File: config.mk
export PLATFORM = sky130hd
export DESIGN_NAME = muldiv_unit_flat
export DESIGN_NICKNAME = d
export VERILOG_FILES = /design/src/rtl/muldiv_if.sv /design/src/rtl/muldiv_unit.sv /design/src/flat_wrapper.sv
export SDC_FILE = /design/constraint.sdc
export NUM_CORES = 2
export LEC_CHECK = 0
export CAP_MARGIN = 20
export CELL_PAD_IN_SITES_DETAIL_PLACEMENT = 1
export CELL_PAD_IN_SITES_GLOBAL_PLACEMENT = 2
export CORE_MARGIN = 2
export CORE_UTILIZATION = 42
export CTS_CLUSTER_SIZE = 28
export DETAILED_ROUTE_END_ITERATION = 10
export PLACE_DENSITY = 0.92
export SYNTH_ARGS = -nofsm -noshare
export SYNTH_HDL_FRONTEND = slang
export SYNTH_SLANG_ARGS = --single-unit
export TNS_END_PERCENT = 50
File: constraint.sdc
create_clock -name clk -period 5.9 [get_ports clk]
set_input_delay 0.885 -clock clk [delete_from_list [all_inputs] [get_ports clk]]
set_output_delay 0.885 -clock clk [all_outputs]
set_load 0.05 [all_outputs]
File: src/rtl/muldiv_if.sv
// Request/response bundle between the EX stage and the multiply-divide unit.
interface muldiv_if #(
    parameter int unsigned XLEN  = 32,
    parameter int unsigned TAG_W = 5
);
    logic             flush;
    logic             in_valid;
    logic             in_ready;
    logic [2:0]       in_op;
    logic [XLEN-1:0]  in_a;
    logic [XLEN-1:0]  in_b;
    logic [TAG_W-1:0] in_tag;
    logic             out_valid;
    logic             out_ready;
    logic [XLEN-1:0]  out_result;
    logic [TAG_W-1:0] out_tag;
    logic             busy;

    // Pipeline side: issues operations and consumes results.
    modport master (
        output flush, in_valid, in_op, in_a, in_b, in_tag, out_ready,
        input  in_ready, out_valid, out_result, out_tag, busy
    );

    // Unit side.
    modport slave (
        input  flush, in_valid, in_op, in_a, in_b, in_tag, out_ready,
        output in_ready, out_valid, out_result, out_tag, busy
    );
endinterface

File: src/rtl/muldiv_unit.sv
// RV32M/RV64M multiply-divide unit: fixed-latency multiply, radix-2 restoring divide.
module muldiv_unit #(
    parameter int unsigned XLEN        = 32,
    parameter int unsigned MUL_LATENCY = 2,
    parameter int unsigned TAG_W       = 5
) (
    input  logic     clk,
    input  logic     rst_n,
    muldiv_if.slave  bus
);
    localparam int unsigned CntW = $clog2(XLEN);
    localparam logic [CntW-1:0] MulCnt  = CntW'(MUL_LATENCY > 1 ? MUL_LATENCY - 2 : 0);
    localparam logic [CntW-1:0] DivCnt  = CntW'(XLEN - 1);
    localparam logic [XLEN-1:0] MostNeg = {1'b1, {(XLEN-1){1'b0}}};

    typedef enum logic [1:0] {StIdle, StMul, StDiv, StDone} state_e;

    state_e            state_q, state_d;
    logic [2:0]        op_q, op_d;
    logic [TAG_W-1:0]  tag_q, tag_d;
    logic [XLEN-1:0]   res_q, res_d;
    logic [2*XLEN-1:0] prod_q, prod_d;
    logic [XLEN-1:0]   rem_q, rem_d;
    logic [XLEN-1:0]   quo_q, quo_d;
    logic [XLEN-1:0]   dvs_q, dvs_d;
    logic [CntW-1:0]   cnt_q, cnt_d;
    logic              quo_neg_q, quo_neg_d;
    logic              rem_neg_q, rem_neg_d;

    logic              accept;
    logic              a_signed, b_signed, div_signed;
    logic [2*XLEN-1:0] a_ext, b_ext, prod;
    logic [XLEN-1:0]   a_mag, b_mag;
    logic [XLEN:0]     rem_shift, rem_diff;
    logic [XLEN-1:0]   rem_step, quo_step;

    assign bus.in_ready   = (state_q == StIdle) && !bus.flush;
    assign bus.out_valid  = (state_q == StDone);
    assign bus.busy       = (state_q != StIdle);
    assign bus.out_result = res_q;
    assign bus.out_tag    = tag_q;
    assign accept         = bus.in_valid && bus.in_ready;

    // Operand conditioning, full-width product and one restoring-divide step.
    always_comb begin
        a_signed   = (bus.in_op[1:0] != 2'd3);
        b_signed   = (bus.in_op[1:0] == 2'd0) || (bus.in_op[1:0] == 2'd1);
        a_ext      = {{XLEN{a_signed & bus.in_a[XLEN-1]}}, bus.in_a};
        b_ext      = {{XLEN{b_signed & bus.in_b[XLEN-1]}}, bus.in_b};
        prod       = a_ext * b_ext;
        div_signed = !bus.in_op[0];
        a_mag      = (div_signed && bus.in_a[XLEN-1]) ? -bus.in_a : bus.in_a;
        b_mag      = (div_signed && bus.in_b[XLEN-1]) ? -bus.in_b : bus.in_b;
        rem_shift  = {rem_q, quo_q[XLEN-1]};
        rem_diff   = rem_shift - {1'b0, dvs_q};
        if (!rem_diff[XLEN]) begin
            rem_step = rem_diff[XLEN-1:0];
            quo_step = {quo_q[XLEN-2:0], 1'b1};
        end else begin
            rem_step = rem_shift[XLEN-1:0];
            quo_step = {quo_q[XLEN-2:0], 1'b0};
        end
    end

    // Next-state and datapath register updates.
    always_comb begin
        state_d   = state_q;
        op_d      = op_q;
        tag_d     = tag_q;
        res_d     = res_q;
        prod_d    = prod_q;
        rem_d     = rem_q;
        quo_d     = quo_q;
        dvs_d     = dvs_q;
        cnt_d     = cnt_q;
        quo_neg_d = quo_neg_q;
        rem_neg_d = rem_neg_q;
        unique case (state_q)
            StIdle: begin
                if (accept) begin
                    op_d  = bus.in_op;
                    tag_d = bus.in_tag;
                    if (!bus.in_op[2]) begin
                        prod_d = prod;
                        if (MUL_LATENCY > 1) begin
                            state_d = StMul;
                            cnt_d   = MulCnt;
                        end else begin
                            state_d = StDone;
                            res_d   = (bus.in_op[1:0] == 2'd0) ? prod[XLEN-1:0]
                                                               : prod[2*XLEN-1:XLEN];
                        end
                    end else if (bus.in_b == '0) begin
                        state_d = StDone;
                        res_d   = bus.in_op[1] ? bus.in_a : '1;
                    end else if (div_signed && bus.in_a == MostNeg && bus.in_b == '1) begin
                        state_d = StDone;
                        res_d   = bus.in_op[1] ? '0 : bus.in_a;
                    end else begin
                        state_d   = StDiv;
                        cnt_d     = DivCnt;
                        rem_d     = '0;
                        quo_d     = a_mag;
                        dvs_d     = b_mag;
                        quo_neg_d = div_signed && (bus.in_a[XLEN-1] ^ bus.in_b[XLEN-1]);
                        rem_neg_d = div_signed && bus.in_a[XLEN-1];
                    end
                end
            end
            StMul: begin
                if (cnt_q == '0) begin
                    state_d = StDone;
                    res_d   = (op_q[1:0] == 2'd0) ? prod_q[XLEN-1:0] : prod_q[2*XLEN-1:XLEN];
                end else begin
                    cnt_d = cnt_q - 1'b1;
                end
            end
            StDiv: begin
                rem_d = rem_step;
                quo_d = quo_step;
                if (cnt_q == '0) begin
                    state_d = StDone;
                    // Sign fix-up: quotient negated on sign mismatch, remainder follows dividend.
                    if (op_q[1]) res_d = rem_neg_q ? -rem_step : rem_step;
                    else         res_d = quo_neg_q ? -quo_step : quo_step;
                end else begin
                    cnt_d = cnt_q - 1'b1;
                end
            end
            StDone: begin
                if (bus.out_ready) state_d = StIdle;
            end
            default: state_d = StIdle;
        endcase
        if (bus.flush) state_d = StIdle;
    end

    // State and datapath registers.
    always_ff @(posedge clk or negedge rst_n) begin
        if (!rst_n) begin
            state_q   <= StIdle;
            op_q      <= '0;
            tag_q     <= '0;
            res_q     <= '0;
            prod_q    <= '0;
            rem_q     <= '0;
            quo_q     <= '0;
            dvs_q     <= '0;
            cnt_q     <= '0;
            quo_neg_q <= 1'b0;
            rem_neg_q <= 1'b0;
        end else begin
            state_q   <= state_d;
            op_q      <= op_d;
            tag_q     <= tag_d;
            res_q     <= res_d;
            prod_q    <= prod_d;
            rem_q     <= rem_d;
            quo_q     <= quo_d;
            dvs_q     <= dvs_d;
            cnt_q     <= cnt_d;
            quo_neg_q <= quo_neg_d;
            rem_neg_q <= rem_neg_d;
        end
    end
endmodule

File: src/flat_wrapper.sv
// flat-port wrapper written by rule: the top's interface ports become plain ports
module muldiv_unit_flat 
#(
    parameter int unsigned XLEN        = 32,
    parameter int unsigned MUL_LATENCY = 2,
    parameter int unsigned TAG_W       = 5
)
  (clk, rst_n, bus_flush, bus_in_valid, bus_in_op, bus_in_a, bus_in_b, bus_in_tag, bus_out_ready, bus_in_ready, bus_out_valid, bus_out_result, bus_out_tag, bus_busy);
  muldiv_if #(.XLEN(XLEN), .TAG_W(TAG_W)) bus_i ();
  input  logic clk;
  input  logic rst_n;
  input wire logic [$bits(bus_i.flush)-1:0] bus_flush;
  input wire logic [$bits(bus_i.in_valid)-1:0] bus_in_valid;
  input wire logic [$bits(bus_i.in_op)-1:0] bus_in_op;
  input wire logic [$bits(bus_i.in_a)-1:0] bus_in_a;
  input wire logic [$bits(bus_i.in_b)-1:0] bus_in_b;
  input wire logic [$bits(bus_i.in_tag)-1:0] bus_in_tag;
  input wire logic [$bits(bus_i.out_ready)-1:0] bus_out_ready;
  output wire logic [$bits(bus_i.in_ready)-1:0] bus_in_ready;
  output wire logic [$bits(bus_i.out_valid)-1:0] bus_out_valid;
  output wire logic [$bits(bus_i.out_result)-1:0] bus_out_result;
  output wire logic [$bits(bus_i.out_tag)-1:0] bus_out_tag;
  output wire logic [$bits(bus_i.busy)-1:0] bus_busy;
  assign bus_i.flush = bus_flush;
  assign bus_i.in_valid = bus_in_valid;
  assign bus_i.in_op = bus_in_op;
  assign bus_i.in_a = bus_in_a;
  assign bus_i.in_b = bus_in_b;
  assign bus_i.in_tag = bus_in_tag;
  assign bus_i.out_ready = bus_out_ready;
  assign bus_in_ready = bus_i.in_ready;
  assign bus_out_valid = bus_i.out_valid;
  assign bus_out_result = bus_i.out_result;
  assign bus_out_tag = bus_i.out_tag;
  assign bus_busy = bus_i.busy;
  muldiv_unit #(.XLEN(XLEN), .MUL_LATENCY(MUL_LATENCY), .TAG_W(TAG_W)) u_core (.clk(clk), .rst_n(rst_n), .bus(bus_i));
endmodule
# ---- Yosys cells after proc, flatten, opt, wreduce, memory -nomap -nowiden
# Cells that the tools add are included.
dict set report word_totals {
  regBits 208
  input_bits 77
  output_inout_bits 40
  word_cells 112
}
dict set report classes {
  add_sub_neg 6
  multipliers 1
  eq_ne 20
  muxes 41
  n_bitwise 6
  n_reduce_logical 27
}
# cell n
set op_table {}
lappend op_table {{2-to-1 mux 32 bit} 23}
lappend op_table {{negator 32 bit} 4}
lappend op_table {{one-hot mux 32 bit (2 select lines)} 2}
lappend op_table {{one-hot mux 32 bit (3 select lines)} 1}
lappend op_table {{equality test 32 bit (second input constant)} 2}
lappend op_table {{multiplier 33 x 33 -> 64 bit} 1}
lappend op_table {{subtractor 33 x 32 -> 33 bit} 1}
lappend op_table {{logical NOT 32 bit} 1}
lappend op_table {{2-to-1 mux 5 bit} 5}
lappend op_table {{AND reduction 5 bit} 3}
lappend op_table {{2-to-1 mux 2 bit} 6}
lappend op_table {{!= test 3 bit (second input constant)} 4}
lappend op_table {{!= test 2 bit (second input constant)} 5}
lappend op_table {{one-hot mux 5 bit (2 select lines)} 1}
lappend op_table {{logical AND 1 bit} 7}
lappend op_table {{logical NOT 2 bit} 3}
lappend op_table {{!= test 2 x 1 -> 1 bit (second input constant)} 3}
lappend op_table {{one-hot mux 2 bit (3 select lines)} 1}
lappend op_table {{AND reduction 3 bit} 2}
lappend op_table {{AND reduction 6 bit} 1}
lappend op_table {{nonzero test 2 bit} 3}
lappend op_table {{logical NOT 5 bit} 1}
lappend op_table {{subtractor 5 x 1 -> 5 bit (second input constant)} 1}
lappend op_table {{equality test 2 x 1 -> 1 bit (second input constant)} 2}
lappend op_table {{other kinds (12)} 18}

# ---- Longest topological paths before layout
dict set report depth {
  ltp_word 9
  mapped_depth 31
  depth_no_buf 29
}

# ---- Least setup slack after synthesis
# Ideal clock, no wire load.
dict set report synth_path {
  path_kind {input to register}
  startpoint {input bus_in_a[31]}
  endpoint {register u_core.prod_q[59]}
  setup_time_ns 0.125
  arrival_ns 8.427
  t_required_ns 5.775
  path_slack_ns -2.652
  path_stages 27
  path_buffers 2
  cell_sequence {clkbuf_1 > a21boi_0 > clkbuf_1 > nand2_1 > inv_1 > fa_1 > fa_1 > inv_1 > fa_1 > inv_1 > fa_1 > inv_1 > fa_1 > fa_1 > fa_1 > fa_1 > inv_1 > ha_1 > a21o_1 > a21o_1 > a21oi_1 > a21boi_0 > o211ai_1 > nand3_1 > nand3b_1 > xor2_1 > mux2_2}
}
dict set report synth_via {
  elab_chain_cells 2
}
# element line_no
set synth_rtl {}
lappend synth_rtl {{start: declaration} flat_wrapper.sv:15} ;# input wire logic [$bits(bus_i.in_a)-1:0] bus_in_a;
lappend synth_rtl {{bitwise AND 1 bit} muldiv_unit.sv:48} ;# a_ext = {{XLEN{a_signed & bus.in_a[XLEN-1]}}, bus.in_a};
lappend synth_rtl {{multiplier 33 x 33 -> 64 bit *} muldiv_unit.sv:50} ;# prod = a_ext * b_ext;
lappend synth_rtl {{end signal: assignment} muldiv_unit.sv:157} ;# prod_q <= prod_d;
lappend synth_rtl {{end: declaration} muldiv_unit.sv:22} ;# logic [2*XLEN-1:0] prod_q, prod_d;
# Every way passes the cells marked *; elsewhere a longest branch is shown, timed or not.
# A chain may end at the register's enable or synchronous reset.

# ---- Worst setup path in the final report
dict set report layout_path {
  startpoint {input bus_in_a[17]}
  endpoint {register u_core.prod_q[48]}
}
dict set report layout_via {
  elab_chain_cells 1
}
# element line_no
set layout_rtl {}
lappend layout_rtl {{multiplier 33 x 33 -> 64 bit} muldiv_unit.sv:50}
# No other way between the ends.

==> reports/metrics.csv <==
stage,metric,value,unit
die,chipWidth,359.3,um
cts,max-clock-path-buffers,3,
sta,final-max-slew-violation-count,0,
sta,worst_setup_skew_after_layout,0.02964,ns
sta,tightestPinTransition,1.130,ns
die,die-area,0.1291,mm2
synthesis,synth.top_cell.area_share,42.52,%
synthesis,synth-warning-count,0,
sta,max_freq,125.4,MHz
sta,final-setup-viol-count,52,
placement,gp_congestion,0.9572,
detailed_routing,initialDrtViolationCount,3508,
critical_path,arrival,8.44,ns
critical_path,critPathLaunchType,primary input,
die,fp.dieH,359.3,um
synthesis,synth_most_common_cell,sky130_fd_sc_hd__inv_1,
global_route,grt_first_pass_wirelength,320400,um
cts,cts_tree,done,
synthesis,synthTopCellsByCount,"sky130_fd_sc_hd__inv_1, sky130_fd_sc_hd__fa_1, sky130_fd_sc_hd__nand2_1, sky130_fd_sc_hd__and2_1, sky130_fd_sc_hd__ha_1",
cts,h-tree-depth,1,
finish,layout-drive-gt1-share,17.61,%
finish,final_area,0.06329,mm2
critical_path,cpPeakStageDelay,0.59,ns
synthesis,synth_top_cell_by_area,sky130_fd_sc_hd__fa_1,
die,top_level_pins,117,
detailed_routing,drt-pass1-iter-count,5,
synthesis,synth-seq-area-share,9.819,%
synthesis,syn_inst,6015,
global_route,grt_start_max_net_pins,106,
cts,cts_buffers,25,
synthesis,postSynth.asyncResetShare,100.0,%
detailed_routing,vias,46669,
cts,number_of_clock_sinks_seen_by_cts,208,
detailed_routing,drc_violation_count_after_routing,0,
synthesis,synth.ff_latch_count,208,
critical_path,worstSetupPathType,in -> reg,
die,initial_utilization,42.27,%
placement,numPortBuffers,116,
global_route,grt_pass1_vias,52820,
synthesis,post_synth_main_area_contributors,"sky130_fd_sc_hd__fa_1, sky130_fd_sc_hd__dfrtp_1, sky130_fd_sc_hd__inv_1",
global_route,globalRouteOverflowTotal,0,
critical_path,critical_path.slowest_cell,sky130_fd_sc_hd__fa_1,
detailed_routing,finalWirelength,215000,um
critical_path,max_fanout_on_critical_path,4,
synthesis,synth_enable_flop_cells,0,
cts,cts_root_buffer,sky130_fd_sc_hd__clkbuf_16,
detailed_routing,drt-wirelength-per-cell,26.35,um
placement,dp.final_hpwl,169500,um
cts,clk_pin_slew_worst_paths,0.07,ns
outcome,failed_checks,setup timing,
critical_path,critPathCaptureType,flop,
synthesis,syn_avg_cell_area,8.813,um2
global_route,track_usage,32.62,%
critical_path,critPathMostFrequentCell,sky130_fd_sc_hd__fa_1,
synthesis,post_synth_instance_area,0.05301,mm2
sta,final_period_demand_of_the_worst_path,7.977,ns
outcome,outcome,"complete, but fails checks",
global_route,antenna_found_initial,15,
sta,hold_viol,0,
synthesis,synth_flop_cell,sky130_fd_sc_hd__dfrtp_1,
sta,timing.final.crit_share,135.2,%
sta,grt_setup_unrepaired,true,
finish,postLayoutCoreUtil,50.47,%
finish,areaGrowthSynthToFinish,19.40,%
detailed_routing,antenna_violating_nets_post_route,0,
synthesis,ys_types,110,
synthesis,synth.net_count,7474,
sta,setup_ws,-2.077,ns
hold_path,min-delay-path-class,in -> async,
cts,clock_insertion_delay_worst_skew,0.57,ns
run,cap_viol_max_count,0,
placement,dpl-instance-area,0.06020,mm2
sta,worst_slew_margin_rel,24.65,%
detailed_routing,vias_per_cell,5.720,
critical_path,cp_data_required_time,6.36,ns
die,core-area,0.1254,mm2
die,row_count,130,
finish,finalNetCount,7942,
[layout make-up]
| type | count | area [um2] |
|---|---|---|
| Multi-Input combinational cell | 4270 | 43340 |
| Timing Repair Buffer | 815 | 7411 |
| Antenna cell | 7 | 17.52 |
| Sequential cell | 208 | 5205 |
| Inverter | 1163 | 4384 |
| Tap cell | 1650 | 2064 |
| Clock inverter | 17 | 226.5 |
| Clock buffer | 29 | 650.6 |
| Fill cell | 14348 | 62110 |
[critical path, delay by kind of cell]
family | cells | cell delay [ns]
compound gates | 11 | 2.12
buf+inv | 9 | 0.86
simple gates | 1 | 0.13
fa+ha+maj | 9 | 4.40
[layer usage]
metal,vias to the layer above,track usage [%],wire (um)
li1,19358,-,-
met1,24484,39.62,80620
met2,2066,55.25,104000
met3,755,4.404,14540
met4,6,19.72,15770
met5,-,0,43
[kinds of logic after synthesis]
family,Yosys count,share of synthesized area (%)
multiplexers,67,1.336
XOR/XNOR,191,3.156
flip-flops,208,9.819
AO/OA/AOI/OAI,801,9.873
AND/OR/NAND/NOR,1829,16.06
adder cells (fa/ha/maj),1382,48.57
buffers and inverters,1537,11.19
[state kept, by name, indices dropped and copies added, names as in the netlist, 2 cells and up]
register               flops
u_core.dvs_q              32
u_core.rem_q              32
u_core.op_q                2
u_core.state_q             2
u_core.prod_q             64
u_core.cnt_q               5
u_core.quo_q              32
u_core.bus.out_result     32
u_core.bus.out_tag         5
[worst paths after layout]
kind,endpoint,slack (ns),start,cells after the start
max in group asynchronous,u_core.quo_q[18]$_DFFE_PN0P_,4.33,rst_n,2
setup / recovery,u_core.prod_q[48]$_DFFE_PN0P_,-2.08,bus_in_a[17],30
setup reg to reg,u_core.bus.out_result[24]$_DFFE_PN0P_,0.62,u_core.quo_q[31]$_DFFE_PN0P_,20
hold / removal,u_core.dvs_q[3]$_DFFE_PN0P_,0.36,rst_n,1
min in group clk,u_core.bus.out_tag[1]$_DFFE_PN0P_,0.47,u_core.bus.out_tag[1]$_DFFE_PN0P_,2
hold reg to reg,u_core.bus.out_tag[1]$_DFFE_PN0P_,0.47,u_core.bus.out_tag[1]$_DFFE_PN0P_,2
[stage by stage]
stage               setup TNS (ns)  instances  worst slack [ns]  hold WS [ns]
global route                -88.81       8153            -2.229        0.4435
floorplan                   -65.67       6015            -2.065        0.4348
detailed placement         -122.70       8001            -2.917        0.4612
CTS                         -72.32       8119            -1.907        0.4179
finish                      -82.91       8159            -2.077        0.3616
global placement           -113.86       8000            -2.809        0.4522
[what timing repair did]
| item | in CTS | in global routing |
|---|---|---|
| hold buffers | 0 | 0 |
| endpoints found under the setup margin | 54 | 53 |
| buffers inserted | 72 | 37 |
| gates resized for setup | 252 | 122 |
| gates cloned | 1 | 1 |
| pin swaps | 172 | 134 |
[cell usage in the layout, fill, tap and decap left out, types with 26 or more instances in the layout]
cell | netlist | layout
sky130_fd_sc_hd__inv_1 | 1160 | 1136
sky130_fd_sc_hd__fa_1 | 1126 | 1090
sky130_fd_sc_hd__nand2_1 | 999 | 985
sky130_fd_sc_hd__buf_4 | 7 | 588
sky130_fd_sc_hd__and2_1 | 324 | 310
sky130_fd_sc_hd__ha_1 | 256 | 223
sky130_fd_sc_hd__nor2_1 | 223 | 211
sky130_fd_sc_hd__dfrtp_1 | 208 | 208
sky130_fd_sc_hd__o21ai_0 | 226 | 181
sky130_fd_sc_hd__a21oi_1 | 209 | 177
sky130_fd_sc_hd__xnor2_1 | 116 | 105
sky130_fd_sc_hd__xor2_1 | 75 | 72
sky130_fd_sc_hd__buf_12 | 0 | 72
sky130_fd_sc_hd__buf_6 | 6 | 52
sky130_fd_sc_hd__clkdlybuf4s50_1 | 0 | 51
sky130_fd_sc_hd__nor3_1 | 55 | 48
sky130_fd_sc_hd__o21ai_1 | 12 | 43
sky130_fd_sc_hd__mux2i_1 | 39 | 39
sky130_fd_sc_hd__a21o_1 | 39 | 38
sky130_fd_sc_hd__fa_2 | 0 | 36
sky130_fd_sc_hd__o31ai_1 | 36 | 33
sky130_fd_sc_hd__ha_4 | 0 | 31
sky130_fd_sc_hd__nand3_1 | 34 | 28
sky130_fd_sc_hd__buf_2 | 27 | 27
sky130_fd_sc_hd__clkbuf_16 | 0 | 26
Power is left out: the tool's default activity adds up to more than one toggle a clock period on the data nets, which glitch-free logic cannot reach.
